$ cat src/rtl/lsu_mem_master.sv
// Load/store unit memory master: turns one RV32I load or store into a single request/response
// memory access, with lane steering, load extension, alignment checks and an access timeout.
module lsu_mem_master #(
  parameter int unsigned DATA_WIDTH = 32,
  parameter int unsigned TIMEOUT    = 255
) (
  input  logic                  clk,
  input  logic                  rst_n,
  input  logic                  req_valid,
  input  logic                  MemWrite,
  input  logic [2:0]            funct3,
  input  logic [DATA_WIDTH-1:0] ALUResult,
  input  logic [DATA_WIDTH-1:0] WriteData,
  output logic                  stall,
  output logic                  done,
  output logic [DATA_WIDTH-1:0] ReadData,
  output logic                  err,
  output logic                  mem_req,
  output logic                  mem_we,
  output logic [DATA_WIDTH-1:0] mem_addr,
  output logic [DATA_WIDTH-1:0] mem_wdata,
  output logic [3:0]            mem_be,
  input  logic                  mem_ready,
  input  logic                  mem_rvalid,
  input  logic [DATA_WIDTH-1:0] mem_rdata
);

  localparam int unsigned CntWidth = $clog2(TIMEOUT + 1);

  typedef enum logic [1:0] {StIdle, StReq, StWait, StDone} state_e;

  state_e                state_q, state_d;
  logic [DATA_WIDTH-1:0] addr_q, wdata_q, rdata_q, rdata_d;
  logic [2:0]            f3_q;
  logic                  we_q, err_q, err_d;
  logic [CntWidth-1:0]   cnt_q;
  logic                  req_illegal, req_misaligned, req_bad, tmo, accept;
  logic [DATA_WIDTH-1:0] shifted, load_fmt, lane_wdata;
  logic [3:0]            be_base;

  always_comb begin
    req_illegal = MemWrite ? (funct3[2] || (funct3[1:0] == 2'b11))
                           : ((funct3 == 3'b011) || (funct3 == 3'b110) || (funct3 == 3'b111));
    req_misaligned = ((funct3[1:0] == 2'b01) && ALUResult[0]) ||
                     ((funct3[1:0] == 2'b10) && (ALUResult[1:0] != 2'b00));
    req_bad = req_illegal || req_misaligned;
    accept  = (state_q == StIdle) && req_valid && !req_bad;
    // Fires on the TIMEOUT-th cycle spent in REQ/WAIT
    tmo     = (cnt_q == CntWidth'(TIMEOUT - 1));
  end

  // State register
  always_ff @(posedge clk or negedge rst_n) begin
    if (!rst_n) state_q <= StIdle;
    else        state_q <= state_d;
  end

  // Next-state logic; a handshake always takes priority over the timeout
  always_comb begin
    state_d = state_q;
    err_d   = err_q;
    rdata_d = rdata_q;
    unique case (state_q)
      StIdle: begin
        if (req_valid) begin
          state_d = req_bad ? StDone : StReq;
          err_d   = req_bad;
        end
      end
      StReq: begin
        if (mem_ready) begin
          state_d = we_q ? StDone : StWait;
          err_d   = 1'b0;
        end else if (tmo) begin
          state_d = StDone;
          err_d   = 1'b1;
        end
      end
      StWait: begin
        if (mem_rvalid) begin
          state_d = StDone;
          err_d   = 1'b0;
          rdata_d = load_fmt;
        end else if (tmo) begin
          state_d = StDone;
          err_d   = 1'b1;
        end
      end
      StDone:  state_d = StIdle;
      default: state_d = StIdle;
    endcase
  end

  // Datapath registers
  always_ff @(posedge clk or negedge rst_n) begin
    if (!rst_n) begin
      addr_q  <= '0;
      wdata_q <= '0;
      f3_q    <= '0;
      we_q    <= 1'b0;
      err_q   <= 1'b0;
      rdata_q <= '0;
      cnt_q   <= '0;
    end else begin
      err_q   <= err_d;
      rdata_q <= rdata_d;
      if (accept) begin
        addr_q  <= ALUResult;
        wdata_q <= WriteData;
        f3_q    <= funct3;
        we_q    <= MemWrite;
        cnt_q   <= '0;
      end else if ((state_q == StReq) || (state_q == StWait)) begin
        cnt_q <= cnt_q + CntWidth'(1);
      end
    end
  end

  // Lane steering for stores and extension for loads
  always_comb begin
    shifted = mem_rdata >> {addr_q[1:0], 3'b000};
    case (f3_q)
      3'b000:  load_fmt = {{(DATA_WIDTH - 8){shifted[7]}}, shifted[7:0]};
      3'b001:  load_fmt = {{(DATA_WIDTH - 16){shifted[15]}}, shifted[15:0]};
      3'b100:  load_fmt = {{(DATA_WIDTH - 8){1'b0}}, shifted[7:0]};
      3'b101:  load_fmt = {{(DATA_WIDTH - 16){1'b0}}, shifted[15:0]};
      default: load_fmt = mem_rdata;
    endcase
    case (f3_q[1:0])
      2'b00: begin
        be_base    = 4'b0001;
        lane_wdata = {(DATA_WIDTH / 8){wdata_q[7:0]}};
      end
      2'b01: begin
        be_base    = 4'b0011;
        lane_wdata = {(DATA_WIDTH / 16){wdata_q[15:0]}};
      end
      default: begin
        be_base    = 4'b1111;
        lane_wdata = wdata_q;
      end
    endcase
  end

  // Outputs; memory-side signals are only driven while a request is outstanding
  always_comb begin
    mem_req   = (state_q == StReq);
    mem_we    = mem_req && we_q;
    mem_addr  = mem_req ? {addr_q[DATA_WIDTH-1:2], 2'b00} : '0;
    mem_wdata = mem_req ? lane_wdata : '0;
    mem_be    = mem_req ? (be_base << addr_q[1:0]) : 4'b0000;
    done      = (state_q == StDone);
    err       = done && err_q;
    stall     = rst_n && ((state_q == StReq) || (state_q == StWait) ||
                          ((state_q == StIdle) && req_valid));
    ReadData  = rdata_q;
  end

endmodule

$ cat config.mk
export PLATFORM = sky130hd
export DESIGN_NAME = lsu_mem_master
export DESIGN_NICKNAME = d
export VERILOG_FILES = /design/src/rtl/lsu_mem_master.sv
export SDC_FILE = /design/constraint.sdc
export NUM_CORES = 1
export LEC_CHECK = 0
export ABC_AREA = 0
export BUFFER_PORTS_ARGS = -buffer_cell sky130_fd_sc_hd__buf_2
export CORE_MARGIN = 8
export CORE_UTILIZATION = 35
export CTS_BUF_LIST = sky130_fd_sc_hd__clkbuf_8
export DETAILED_ROUTE_END_ITERATION = 8
export GPL_TIMING_DRIVEN = 0
export PLACE_DENSITY_LB_ADDON = 0.12
export REMOVE_ABC_BUFFERS = 1
export SETUP_SLACK_MARGIN = 0.4
export SYNTH_ARGS = -nofsm -noshare
export SYNTH_HDL_FRONTEND = slang
export SYNTH_SLANG_ARGS = --single-unit
$ cat constraint.sdc
create_clock -name clk -period 4.07 [get_ports clk]
set_input_delay 1.221 -clock clk [delete_from_list [all_inputs] [get_ports clk]]
set_output_delay 1.221 -clock clk [all_outputs]
set_load 0.02 [all_outputs]
==> impl_metrics.py <==
metrics = {
    "run_status": {
        "status": "completed",
    },
    "worst_setup_path": {
        "arrival_ns": 2.25,
        "start_kind": "input port",
        "reg2reg_depth": 5,
        "path_cells": "buf_8, buf_16, nor2b_1, buf_2",
        "cp_max_fo": 63,
        "slowest_delay_ns": 0.33,
        "regToRegEndpoint": "ReadData[13]",
        "cp_slowest_cell": "buf_16",
        "r2r_start": "state_q[0]",
        "endpoint_kind": "output pin",
        "r2r_setup_slack_ns": 1.02,
        "crit_type": "in -> out",
        "required_ns": 2.85,
    },
    "grt": {
        "grt_pass1_wl_um": 28820,
        "grt_start_max_net_pins": 64,
        "grt_antenna_before_repair": 2,
        "grt_pass1_vias": 5339,
        "grt_usage": 0.1666,
        "overflow": 0,
    },
    "sta": {
        "setup_viol": 0,
        "slew_violations": 0,
        "timing.final.ws_setup_ns": 0.5953,
        "fin_crit_ns": 3.475,
        "max_freq_mhz": 287.8,
        "slew_headroom": 0.1784,
        "setup_tns_ns": 0,
        "tightest_slew_ns": 1.229,
        "finClkSkew_ns": 0.01452,
        "finalCritPeriodShare": 0.8537,
        "hold_violations": 0,
        "rsz0062_at_grt": "no",
        "hold-worst-slack_ns": 0.4802,
    },
    "yosys": {
        "synth_commonest_cells": "111 x dfrtp_1, 59 x nor2_1, 45 x a21oi_1, 41 x and2_1, 38 x mux2_2",
        "synth_cells": 557,
        "ys_seq_area_frac": 0.4703,
        "synthTopCellsByArea": "dfrtp_1 47%, mux2_4 7.6%, mux2_2 7.2%",
        "synth_top_flop_cell": "dfrtp_1",
        "synthArstFlopShare": 1.000,
        "avgSynthCellArea_um2": 10.60,
        "yosysMostFrequentCell": "dfrtp_1",
        "ys_warn_count": 0,
        "synth_area_leader_cell": "dfrtp_1",
        "synth_edf_count": 0,
        "ys_ff_latch": 111,
        "yosys.area.top_type_share": 0.4703,
        "synth_area_um2": 5906,
        "synth_cell_types": 46,
    },
    "clock_tree": {
        "clock_insertion_delay_worst_skew_ns": 0.37,
        "cts_max_level": 3,
        "cts_tree": "done",
        "cts_num_sinks": 111,
        "cts_buffer_depth": 2,
        "clk_pin_slew_ns": 0.09,
        "cts_buffers": 9,
        "hold_buffers": 0,
        "cts-root-buf": "clkbuf_8",
    },
    "min_path": {
        "hold_depth": 2,
        "worstHoldPathType": "reg -> reg",
        "hold_start": "ReadData[4]",
        "whs_endpoint": "ReadData[4]",
    },
    "power_and_ir_drop": {
        "clockPowerShare": 0.123,
        "power_mw": 5.704,
        "power_frac_comb": 0.500,
        "seqPwrFrac": 0.377,
        "p_leak_nw": 3.545,
        "p_per_area_nw_per_um2": 780.2,
        "internal_power_mw": 3.245,
        "p_sw_mw": 2.460,
        "power_switching_share": 0.4312,
        "max-vdd-ir-drop_uv": 277.5,
    },
    "detailed_routing": {
        "drc": 0,
        "firstDrtPassIters": 4,
        "vias_per_cell": 5.011,
        "drt_iter0_markers": 221,
        "vias": 4841,
        "ant_nets": 0,
        "post_drt_wl_per_cell_um": 18.19,
        "wirelength_um": 17570,
    },
    "layout": {
        "final_util": 0.4425,
        "n_fill_cell": 1641,
        "area.sequential_um2": 2781,
        "final_nets": 853,
        "multi_input_area_um2": 2833,
        "syn2layout_area_growth_pct": 23.81,
        "drive_gt1_frac": 0.4148,
    },
    "die": {
        "start_util": 0.3574,
        "die_h_um": 145.9,
        "die_area_um2": 21290,
        "ios": 210,
        "num_rows": 47,
        "die_x_um": 145.9,
        "core_area_um2": 16520,
    },
    "placed_design": {
        "dpl_worst_slack_ns": -0.2310,
        "numPortBuffers": 207,
        "gp_congestion": 0.7945,
        "place_hpwl_um": 12230,
    },
    "run": {
        "max-cap-violations": 0,
    },
}
[power by group through the flow]
stage / clock network, mW / logic, mW / registers [mW]
2_1_floorplan: 0 / 1.75 / 2.26
3_3_place_gp: 0 / 2.71 / 2.21
3_5_place_dp: 0 / 2.83 / 2.16
4_1_cts: 0.741 / 2.90 / 2.15
5_1_grt: 0.782 / 3.15 / 2.26
6_report: 0.704 / 2.85 / 2.15
[worst max path at each step]
stage | from | to | slack (ns)
5_1_grt | rst_n | stall | 0.45
2_1_floorplan | funct3[0] | addr_q[0] | -0.43
3_5_place_dp | state_q[1] | mem_be[0] | -0.23
3_3_place_gp | funct3[0] | wdata_q[16] | -1.64
6_report | rst_n | stall | 0.60
4_1_cts | f3_q[0] | mem_wdata[27] | 0.44
[critical path, delay by kind of cell]
kind	cells	cell delay, ns
AND/OR/NAND/NOR	1	0.17
buffers and inverters	3	0.82
[layout make-up]
type                            instances  area share
Inverter                               10    0.005647
Multi-Input combinational cell        392      0.3874
Clock buffer                           12     0.02259
Timing Repair inverter                  1   0.0006845
Sequential cell                       111      0.3804
Antenna cell                            1   0.0003422
Clock inverter                          3    0.005818
Timing Repair Buffer                  216      0.1595
Tap cell                              220     0.03765
[cell usage in the layout, fill, tap and decap left out, types with 4 or more instances in the layout]
cell type,synthesis,final
o21ai_0,25,25
dfrtp_1,111,108
ha_1,7,6
mux2_4,30,30
nand2b_1,4,4
inv_1,10,10
mux2_2,38,38
a2bb2oi_1,6,6
o22ai_1,24,24
a21oi_1,45,45
nor2_1,59,58
or3_1,8,8
nand2_1,29,29
mux2i_1,26,26
o2bb2ai_1,7,7
buf_4,6,6
buf_2,5,206
clkbuf_8,0,12
nor3_1,4,4
xor2_1,5,5
and2_1,41,41
[kinds of logic after synthesis]
group,share of synthesized area
DFF,0.4703
muxes,0.1947
xor gates and xnor gates,0.01038
other,0.0006350
adders and majority gates,0.01483
buffers and inverters,0.05402
AOI/OAI and AO/OA,0.1235
and+or+nand+nor,0.1316
[timing repair]
item	CTS	global route
cloned	1	0
buffers inserted	5	0
setup endpoints to repair	29	19
hold endpoints to repair	0	0
gates resized for setup	4	4
[stage by stage]
step	instance area, um2	std cells
2_1_floorplan	5628	513
3_3_place_gp	6939	940
3_5_place_dp	7034	944
4_1_cts	7303	965
5_1_grt	7312	966
6_report	7312	966
[state kept, by name (all words and copies together) (netlist names)]
| signal | cells |
|---|---|
| f3_q | 3 |
| addr_q | 32 |
| err_q | 1 |
| cnt_q | 8 |
| state_q | 2 |
| wdata_q | 32 |
| we_q | 1 |
| ReadData | 32 |
[routing by layer]
layer | part of all wire | up-vias | global-route usage
met1 | 0.45 | 2340 | 0.2041
li1 | - | 2303 | -
met3 | 0.086 | 18 | 0.06001
met2 | 0.45 | 178 | 0.2684
met4 | 0.016 | 2 | 0.05154
met5 | 0.00046 | - | 0
(Power assumes the default switching activity.)
